File: config.mk
export PLATFORM = sky130hd
export DESIGN_NAME = montgomery_batch_ctrl
export DESIGN_NICKNAME = d
export VERILOG_FILES = /design/src/rtl/montgomery_batch_ctrl.sv
export SDC_FILE = /design/constraint.sdc
export NUM_CORES = 1
export LEC_CHECK = 0
export BUFFER_PORTS_ARGS = -buffer_cell sky130_fd_sc_hd__buf_2
export CAP_MARGIN = 20
export CORE_MARGIN = 5
export CORE_UTILIZATION = 45
export DETAILED_ROUTE_END_ITERATION = 10
export PLACE_DENSITY = 0.72
export SLEW_MARGIN = 20
export SYNTH_ARGS = -nofsm -noshare
export SYNTH_HDL_FRONTEND = slang
export SYNTH_SLANG_ARGS = --single-unit
File: constraint.sdc
create_clock -name clk_i -period 11.1 [get_ports clk_i]
set_input_delay 0 -clock clk_i [delete_from_list [all_inputs] [get_ports clk_i]]
set_output_delay 0 -clock clk_i [all_outputs]
set_load 0.05 [all_outputs]
File: src/rtl/montgomery_batch_ctrl.sv
`default_nettype none
// ============================================================================
//  Module      : montgomery_batch_ctrl
//  Description : Batch scheduler for the pipelined Montgomery reducer.
//                It accepts {base, length} commands and streams coefficients
//                from a sync-read RAM into the reducer at up to one per cycle.
//                In-order results are buffered in a small FIFO and written
//                back to base+index under sink backpressure. The reducer
//                cannot stall, so a read is issued only when a FIFO slot is
//                already reserved for its result (credit scheme).
//
//  Ports       : clk_i, rst_i         clock, synchronous active-high reset
//                cmd_*                command handshake (base, length)
//                rd_en_o/rd_addr_o    RAM read strobe/address (data next cycle)
//                rd_data_i            RAM read data
//                mul_start_o/mul_x_o  reducer start and operand
//                mul_valid_i/result_i reducer result (fixed latency, in order)
//                wr_*                 result write-back handshake
//                busy_o, done_o       batch status; done_o is a 1-cycle pulse
//                err_o                sticky unexpected-result flag
//                perf_cycles_o        busy-cycle counter (MONT_BATCH_PERF_EN)
//
//  Config      : define MONT_BATCH_PERF_EN to add perf_cycles_o.
//  Revision    : 1.0  initial release
// ============================================================================
module montgomery_batch_ctrl #(
  parameter int DATA_LENGTH = 64,
  parameter int ADDR_W      = 10,
  parameter int MUL_LATENCY = 4,
  parameter int FIFO_DEPTH  = 8
) (
  input  logic                   clk_i,
  input  logic                   rst_i,
  input  logic                   cmd_valid_i,
  output logic                   cmd_ready_o,
  input  logic [ADDR_W-1:0]      cmd_base_i,
  input  logic [ADDR_W:0]        cmd_len_i,
  output logic                   rd_en_o,
  output logic [ADDR_W-1:0]      rd_addr_o,
  input  logic [DATA_LENGTH-1:0] rd_data_i,
  output logic                   mul_start_o,
  output logic [DATA_LENGTH-1:0] mul_x_o,
  input  logic                   mul_valid_i,
  input  logic [DATA_LENGTH-1:0] mul_result_i,
  output logic                   wr_valid_o,
  input  logic                   wr_ready_i,
  output logic [ADDR_W-1:0]      wr_addr_o,
  output logic [DATA_LENGTH-1:0] wr_data_o,
  output logic                   busy_o,
  output logic                   done_o,
  output logic                   err_o
`ifdef MONT_BATCH_PERF_EN
  ,
  output logic [31:0]            perf_cycles_o
`endif
);

  localparam int LEN_W  = ADDR_W + 1;
  localparam int CNT_W  = $clog2(FIFO_DEPTH + 1);
  localparam int PTR_W  = (FIFO_DEPTH > 1) ? $clog2(FIFO_DEPTH) : 1;
  localparam int HOLD_W = $clog2(MUL_LATENCY + 2);

  generate
    if (FIFO_DEPTH < MUL_LATENCY + 2) begin : g_depth_check
      $fatal(1, "montgomery_batch_ctrl: FIFO_DEPTH must be >= MUL_LATENCY+2");
    end
  endgenerate

  typedef enum logic [1:0] {
    S_IDLE  = 2'd0,
    S_ISSUE = 2'd1,
    S_DRAIN = 2'd2,
    S_DONE  = 2'd3
  } state_e;

  state_e                 state_q, state_d;
  logic [ADDR_W-1:0]      base_q, base_d;
  logic [LEN_W-1:0]       len_q, len_d;
  logic [LEN_W-1:0]       rd_idx_q, rd_idx_d;
  logic [LEN_W-1:0]       wr_idx_q, wr_idx_d;
  logic [CNT_W-1:0]       in_flight_q;    // reads issued - FIFO pops
  logic [CNT_W-1:0]       outstanding_q;  // reads issued - FIFO pushes
  logic [CNT_W-1:0]       count_q;        // FIFO occupancy
  logic [PTR_W-1:0]       wptr_q, rptr_q;
  logic [DATA_LENGTH-1:0] fifo_q [FIFO_DEPTH];
  logic                   rd_pend_q;
  logic [HOLD_W-1:0]      holdoff_q;
  logic                   err_q;

  logic credit_ok;
  logic push;
  logic stray;
  logic pop;

  // A read may only be issued when its result already has a FIFO slot.
  assign credit_ok = (in_flight_q < CNT_W'(FIFO_DEPTH));

  // Results arriving during the post-reset holdoff belong to an aborted
  // batch still draining out of the reducer; they are silently discarded.
  assign push  = mul_valid_i && (holdoff_q == '0) && (outstanding_q != '0);
  assign stray = mul_valid_i && (holdoff_q == '0) && (outstanding_q == '0);
  assign pop   = wr_valid_o && wr_ready_i;

  assign rd_addr_o   = base_q + rd_idx_q[ADDR_W-1:0];
  assign wr_addr_o   = base_q + wr_idx_q[ADDR_W-1:0];
  assign mul_start_o = rd_pend_q;
  assign mul_x_o     = rd_pend_q ? rd_data_i : '0;
  assign wr_valid_o  = (count_q != '0);
  assign wr_data_o   = wr_valid_o ? fifo_q[rptr_q] : '0;
  assign err_o       = err_q;

  always_comb begin
    state_d     = state_q;
    base_d      = base_q;
    len_d       = len_q;
    rd_idx_d    = rd_idx_q;
    wr_idx_d    = wr_idx_q + {{ADDR_W{1'b0}}, pop};
    cmd_ready_o = 1'b0;
    rd_en_o     = 1'b0;
    busy_o      = 1'b0;
    done_o      = 1'b0;
    case (state_q)
      S_IDLE: begin
        cmd_ready_o = 1'b1;
        if (cmd_valid_i) begin
          base_d   = cmd_base_i;
          len_d    = cmd_len_i;
          rd_idx_d = '0;
          wr_idx_d = '0;
          state_d  = (cmd_len_i == '0) ? S_DONE : S_ISSUE;
        end
      end
      S_ISSUE: begin
        busy_o = 1'b1;
        if (credit_ok) begin
          rd_en_o  = 1'b1;
          rd_idx_d = rd_idx_q + LEN_W'(1);
          if (rd_idx_d == len_q) begin
            state_d = S_DRAIN;
          end
        end
      end
      S_DRAIN: begin
        busy_o = 1'b1;
        // Look at the post-pop index so done_o follows the last write directly.
        if (wr_idx_d == len_q) begin
          state_d = S_DONE;
        end
      end
      S_DONE: begin
        done_o  = 1'b1;
        state_d = S_IDLE;
      end
      default: state_d = S_IDLE;
    endcase
  end

  always_ff @(posedge clk_i) begin
    if (rst_i) begin
      state_q       <= S_IDLE;
      base_q        <= '0;
      len_q         <= '0;
      rd_idx_q      <= '0;
      wr_idx_q      <= '0;
      in_flight_q   <= '0;
      outstanding_q <= '0;
      count_q       <= '0;
      wptr_q        <= '0;
      rptr_q        <= '0;
      rd_pend_q     <= 1'b0;
      holdoff_q     <= HOLD_W'(MUL_LATENCY + 1);
      err_q         <= 1'b0;
    end else begin
      state_q   <= state_d;
      base_q    <= base_d;
      len_q     <= len_d;
      rd_idx_q  <= rd_idx_d;
      wr_idx_q  <= wr_idx_d;
      rd_pend_q <= rd_en_o;
      if (holdoff_q != '0) begin
        holdoff_q <= holdoff_q - HOLD_W'(1);
      end
      if (stray) begin
        err_q <= 1'b1;
      end
      case ({rd_en_o, pop})
        2'b10:   in_flight_q <= in_flight_q + CNT_W'(1);
        2'b01:   in_flight_q <= in_flight_q - CNT_W'(1);
        default: in_flight_q <= in_flight_q;
      endcase
      case ({rd_en_o, push})
        2'b10:   outstanding_q <= outstanding_q + CNT_W'(1);
        2'b01:   outstanding_q <= outstanding_q - CNT_W'(1);
        default: outstanding_q <= outstanding_q;
      endcase
      case ({push, pop})
        2'b10:   count_q <= count_q + CNT_W'(1);
        2'b01:   count_q <= count_q - CNT_W'(1);
        default: count_q <= count_q;
      endcase
      if (push) begin
        wptr_q <= (wptr_q == PTR_W'(FIFO_DEPTH - 1)) ? '0 : wptr_q + PTR_W'(1);
      end
      if (pop) begin
        rptr_q <= (rptr_q == PTR_W'(FIFO_DEPTH - 1)) ? '0 : rptr_q + PTR_W'(1);
      end
    end
  end

  // Storage needs no reset: occupancy gates both visibility and output data.
  always_ff @(posedge clk_i) begin
    if (push) begin
      fifo_q[wptr_q] <= mul_result_i;
    end
  end

`ifdef MONT_BATCH_PERF_EN
  logic [31:0] perf_q;

  always_ff @(posedge clk_i) begin
    if (rst_i) begin
      perf_q <= '0;
    end else if (cmd_ready_o && cmd_valid_i) begin
      perf_q <= '0;
    end else if (busy_o && (perf_q != 32'hFFFF_FFFF)) begin
      perf_q <= perf_q + 32'd1;
    end
  end

  assign perf_cycles_o = perf_q;
`endif

endmodule
`default_nettype wire
==> results.md <==
GRT:
- The total congestion overflow after global routing is 0.
- The number of antenna violations at the first check in global routing is 14.
- The global-route wire length before repair is around 83000 um.
- Across every metal layer, demand over resource in global routing totals 0.1849.
- The number of global-route vias before repair is 14590.
- Entering global routing, the biggest net connects 75 pins.

Clocking:
- The number of gates resized after CTS was 0.
- The quantity of hold-fixing buffers added after cts is 105.
- CTS built an H-tree with a depth of 2.
- TritonCTS built the clock tree.
- The root buffer cell is clkbuf_16.
- The buffers inserted during post-CTS setup optimization is 0.
- The largest buffer count on any clock path is 3.
- The clock insertion delay at the later pin of the skew report is just over 600 ps.
- After clock tree synthesis, the clock-pin slew on the worst setup and hold paths is around 60 ps.
- The number of clock buffers added by TritonCTS is 58.
- The count of clock tree sinks is roughly 580.

Power and ir drop:
- The share of total power in combinational logic is 0.129.
- The fraction of power consumed by the clock network is 0.376.
- The peak supply drop is roughly 0.16 mV.
- Of the total power, registers draw 0.494.
- The switching share of power is 0.2567.
- The power density relative to cell area is around 170 mW/mm^2.
- The internal power summed over all cells is ~0.0037 W.
- The switching power of the nets is around 0.0013 W.
- The leakage power is 10.39 nW.

Placed design:
- The routability-driven placement congestion ratio is 0.8523.
- Summed over all nets, the half-perimeter wirelength after detailed placement is ~33000 um.
- The number of I/O port buffers is 308.
- Including well taps, the total number of placed cells is about 2400.

Yosys:
- Among all flip-flop cells after synthesis, the most frequent one is edfxtp_1.
- The number of enable-type register cells in the synthesized netlist is roughly 510.
- Counting flops and latches in the post-synthesis netlist gives ~600.
- The share of flip-flops with an asynchronous set or reset is 0.
- The share of synthesized area in the top cell type comes to 0.6388.
- The number of distinct library cells after synthesis is 48.
- The synthesized instance count is between 1000 and 1500.
- For this run, the number of Yosys warnings is 0.
- Of all cell types, the one taking the most synthesized area is edfxtp_1.
- In this run the cell area of the synthesized design comes to between 0.02 and 0.025 sq mm.
- Averaged over all synthesized cells, the footprint is between 15 and 20 sq um.
- The number of nets in the synthesized netlist is around 1600.
- The proportion of synthesized chip area in sequential cells is 0.6979.
- By area the synthesized netlist is led by edfxtp_1 (64%), mux4_2 (12%), dfxtp_1 (5.9%), mux2i_1 (2.8%), ha_1 (2.1%).

Floorplanning:
- The core footprint is roughly 0.053 sq mm.
- The starting density of the core is 0.4562.
- The die covers about 0.058 sq mm.
- Measured along the y axis, the die boundary spans 241.3 um.
- The row count is 84.
- The number of top-level pins is around 310.
- The horizontal die dimension is 241.3 um.

STA:
- The minimum period implied by the final worst setup slack is between 3000 and 4000 ps.
- The highest attainable clock frequency is roughly 0.28 GHz.
- The transition time at the pin with the least slew margin is around 1100 ps.
- Summed over all failing endpoints, the final setup total negative slack is 0 ps.
- Of the available clock period, the critical path in the final layout requires 0.3235.
- The max-slew violation count was 0.
- Headroom to the max-slew limit came out at 0.2584.
- Across all hold checks on the routed design, the worst slack comes to 207.3 ps.
- Setup repair after global routing left no endpoint under its margin.
- The worst-case clock skew is 19.52 ps.
- Setup violations remaining at the end of the flow were counted as 0.
- The final-report hold violation count was 0.

Route:
- The met3 wire length is ~3500 um.
- Dividing the detail-routed wire length by the instance count gives ~21 um.
- After detailed routing, the total wire length is 55310 um.
- Wire segments on met2 add up to ~28000 um in the final route.
- The vias after detailed routing is approximately 14000.
- The routed length on met1 is about 22000 um.
- In this run the top signal layer used is met5.
- The remaining design rule violation count is 0.
- The number of vias per cell is roughly 5.4.
- The first TritonRoute pass finished after 7 iterations.
- The detailed router finished its first iteration with approximately 1100 violations.
- The number of routed nets with antenna violations is 0.

Finish:
- After filler insertion, the fill cell instance count of the layout stands at 4091.
- The proportion of layout cells with a drive suffix above 1 is 0.2924.
- The area overhead of the layout relative to synthesis is 21.80%.
- Leaving out fill and tap cells, the most frequent cells in the layout are edfxtp_1 (512), buf_2 (308), mux4_2 (128).
- At the end of the flow, the number of nets in the layout was about 2000.
- The count of placed standard cells in the final layout, fillers left out is around 2600.
- The library cell used most frequently in the layout, excluding fill and tap cells, is edfxtp_1.

Worst setup path:
- The slowest library cell on the worst path is buf_4.
- The type of element launching the critical path is a flip-flop.
- The kind of capture point of the worst setup path is an output port.
- The biggest fanout along the worst timing path is 74.
- The critical path is of the reg2out type.
- In this design, the stage delay of the slowest critical-path cell is ~960 ps.
- Traced cell by cell, the critical path runs through buf_4 > mux4_2 > mux2i_1 > nor2_1 > buf_2.
- The required time of the worst setup path is between 10000 and 15000 ps.
- STA puts the critical path data arrival time at about 3600 ps.

Run status:
- The flow ran to the end, and the final reports show no timing, DRC or antenna violations.

Hold path:
- The worst min-delay path category is in2reg.

Job:
- Max-cap violations in this run came to 0.
==> cell families after synthesis <==
| group | share of synthesized area |
|---|---|
| simple gates | 0.06285 |
| buf+inv | 0.01570 |
| flops | 0.6979 |
| mux | 0.1476 |
| compound gates | 0.02755 |
| fa+ha+maj | 0.02495 |
| xor+xnor | 0.02339 |
==> stage by stage <==
| stage | power, W | util | setup slack (ps) | area, sq um |
|---|---|---|---|---|
| floorplan | 0.002920 | - | 3024 | 24070 |
| global placement | 0.003078 | 0.5008 | 8011 | 26420 |
| detailed placement | 0.003092 | 0.5008 | 7913 | 26420 |
| CTS | 0.004995 | 0.5551 | 7419 | 29290 |
| global route | 0.005146 | 0.5555 | 7266 | 29310 |
| finish | 0.004960 | 0.5556 | 7509 | 29310 |
==> registers in the layout, indices dropped and copies added (netlist names), 4 cells and up, named ones only <==
| signal | cells |
|---|---|
| base_q | 10 |
| count_q | 4 |
| fifo_q | 512 |
| in_flight_q | 4 |
| len_q | 11 |
| outstanding_q | 4 |
| rd_idx_q | 11 |
| wr_idx_q | 11 |
==> power groups by stage <==
stage	clock network (W)	registers [W]	logic [W]
6_report	0.00187	0.00245	0.000641
5_1_grt	0.00201	0.00246	0.000685
4_1_cts	0.00191	0.00245	0.000638
3_5_place_dp	0	0.00250	0.000595
3_3_place_gp	0	0.00249	0.000583
2_1_floorplan	0	0.00248	0.000440
==> cell type report <==
cell class,instances,area [sq um],area share
Antenna cell,8,20.02,0.0006829
Clock buffer,79,1551,0.05293
Clock inverter,30,265.3,0.009049
Inverter,34,127.6,0.004354
Multi-Input combinational cell,731,6948,0.2370
Sequential cell,583,16810,0.5734
Tap cell,688,860.8,0.02937
Timing Repair Buffer,431,2731,0.09318
==> cells in the mapped netlist (2+ instances only) <==
master and instances:
xor2_1 23, mux2i_1 67, nand3_1 10, fa_1 5, dfxtp_1 71, nand2_1 60
o21ai_0 25, mux4_2 128, o211ai_1 2, a22oi_1 2, nor2_1 123, buf_2 2
xnor2_1 31, a21boi_0 3, edfxtp_1 512, o2111ai_1 2, nand2b_1 7, xnor3_1 4
nor3b_1 3, buf_1 22, a21o_1 9, or3_1 10, ha_1 40, inv_1 34
and2_1 70, a211oi_1 2, or2_2 3, nand4_1 5, nor3_1 9, nor2b_1 6
clkbuf_1 40, a21oi_1 62, nor4_1 6
==> path summary, 6_finish.rpt <==
kind | start | end | slack [ps] | cells after the start
worst max-delay path | flip-flop | wr_data_o[46] | 7510 | 5
worst min-delay path | mul_result_i[28] | fifo_q[6][28] | 210 | 2
worst max register to register | count_q[0] | state_q[0] | 7930 | 13
worst min register to register | holdoff_q[2] | holdoff_q[2] | 480 | 1
==> critical path: cells and delay by family (launching register included) <==
kind	cells	cell delay, ps
buf+inv	2	1290
mux	2	450
simple gates	1	270
flops	1	890
==> routing by layer <==
metal,global-route usage,vias up
met5,0,-
met4,0.05608,4
met3,0.03643,99
met2,0.3259,523
met1,0.2338,7113
li1,-,6313
No activity file was read; power rests on OpenSTA's default activity.
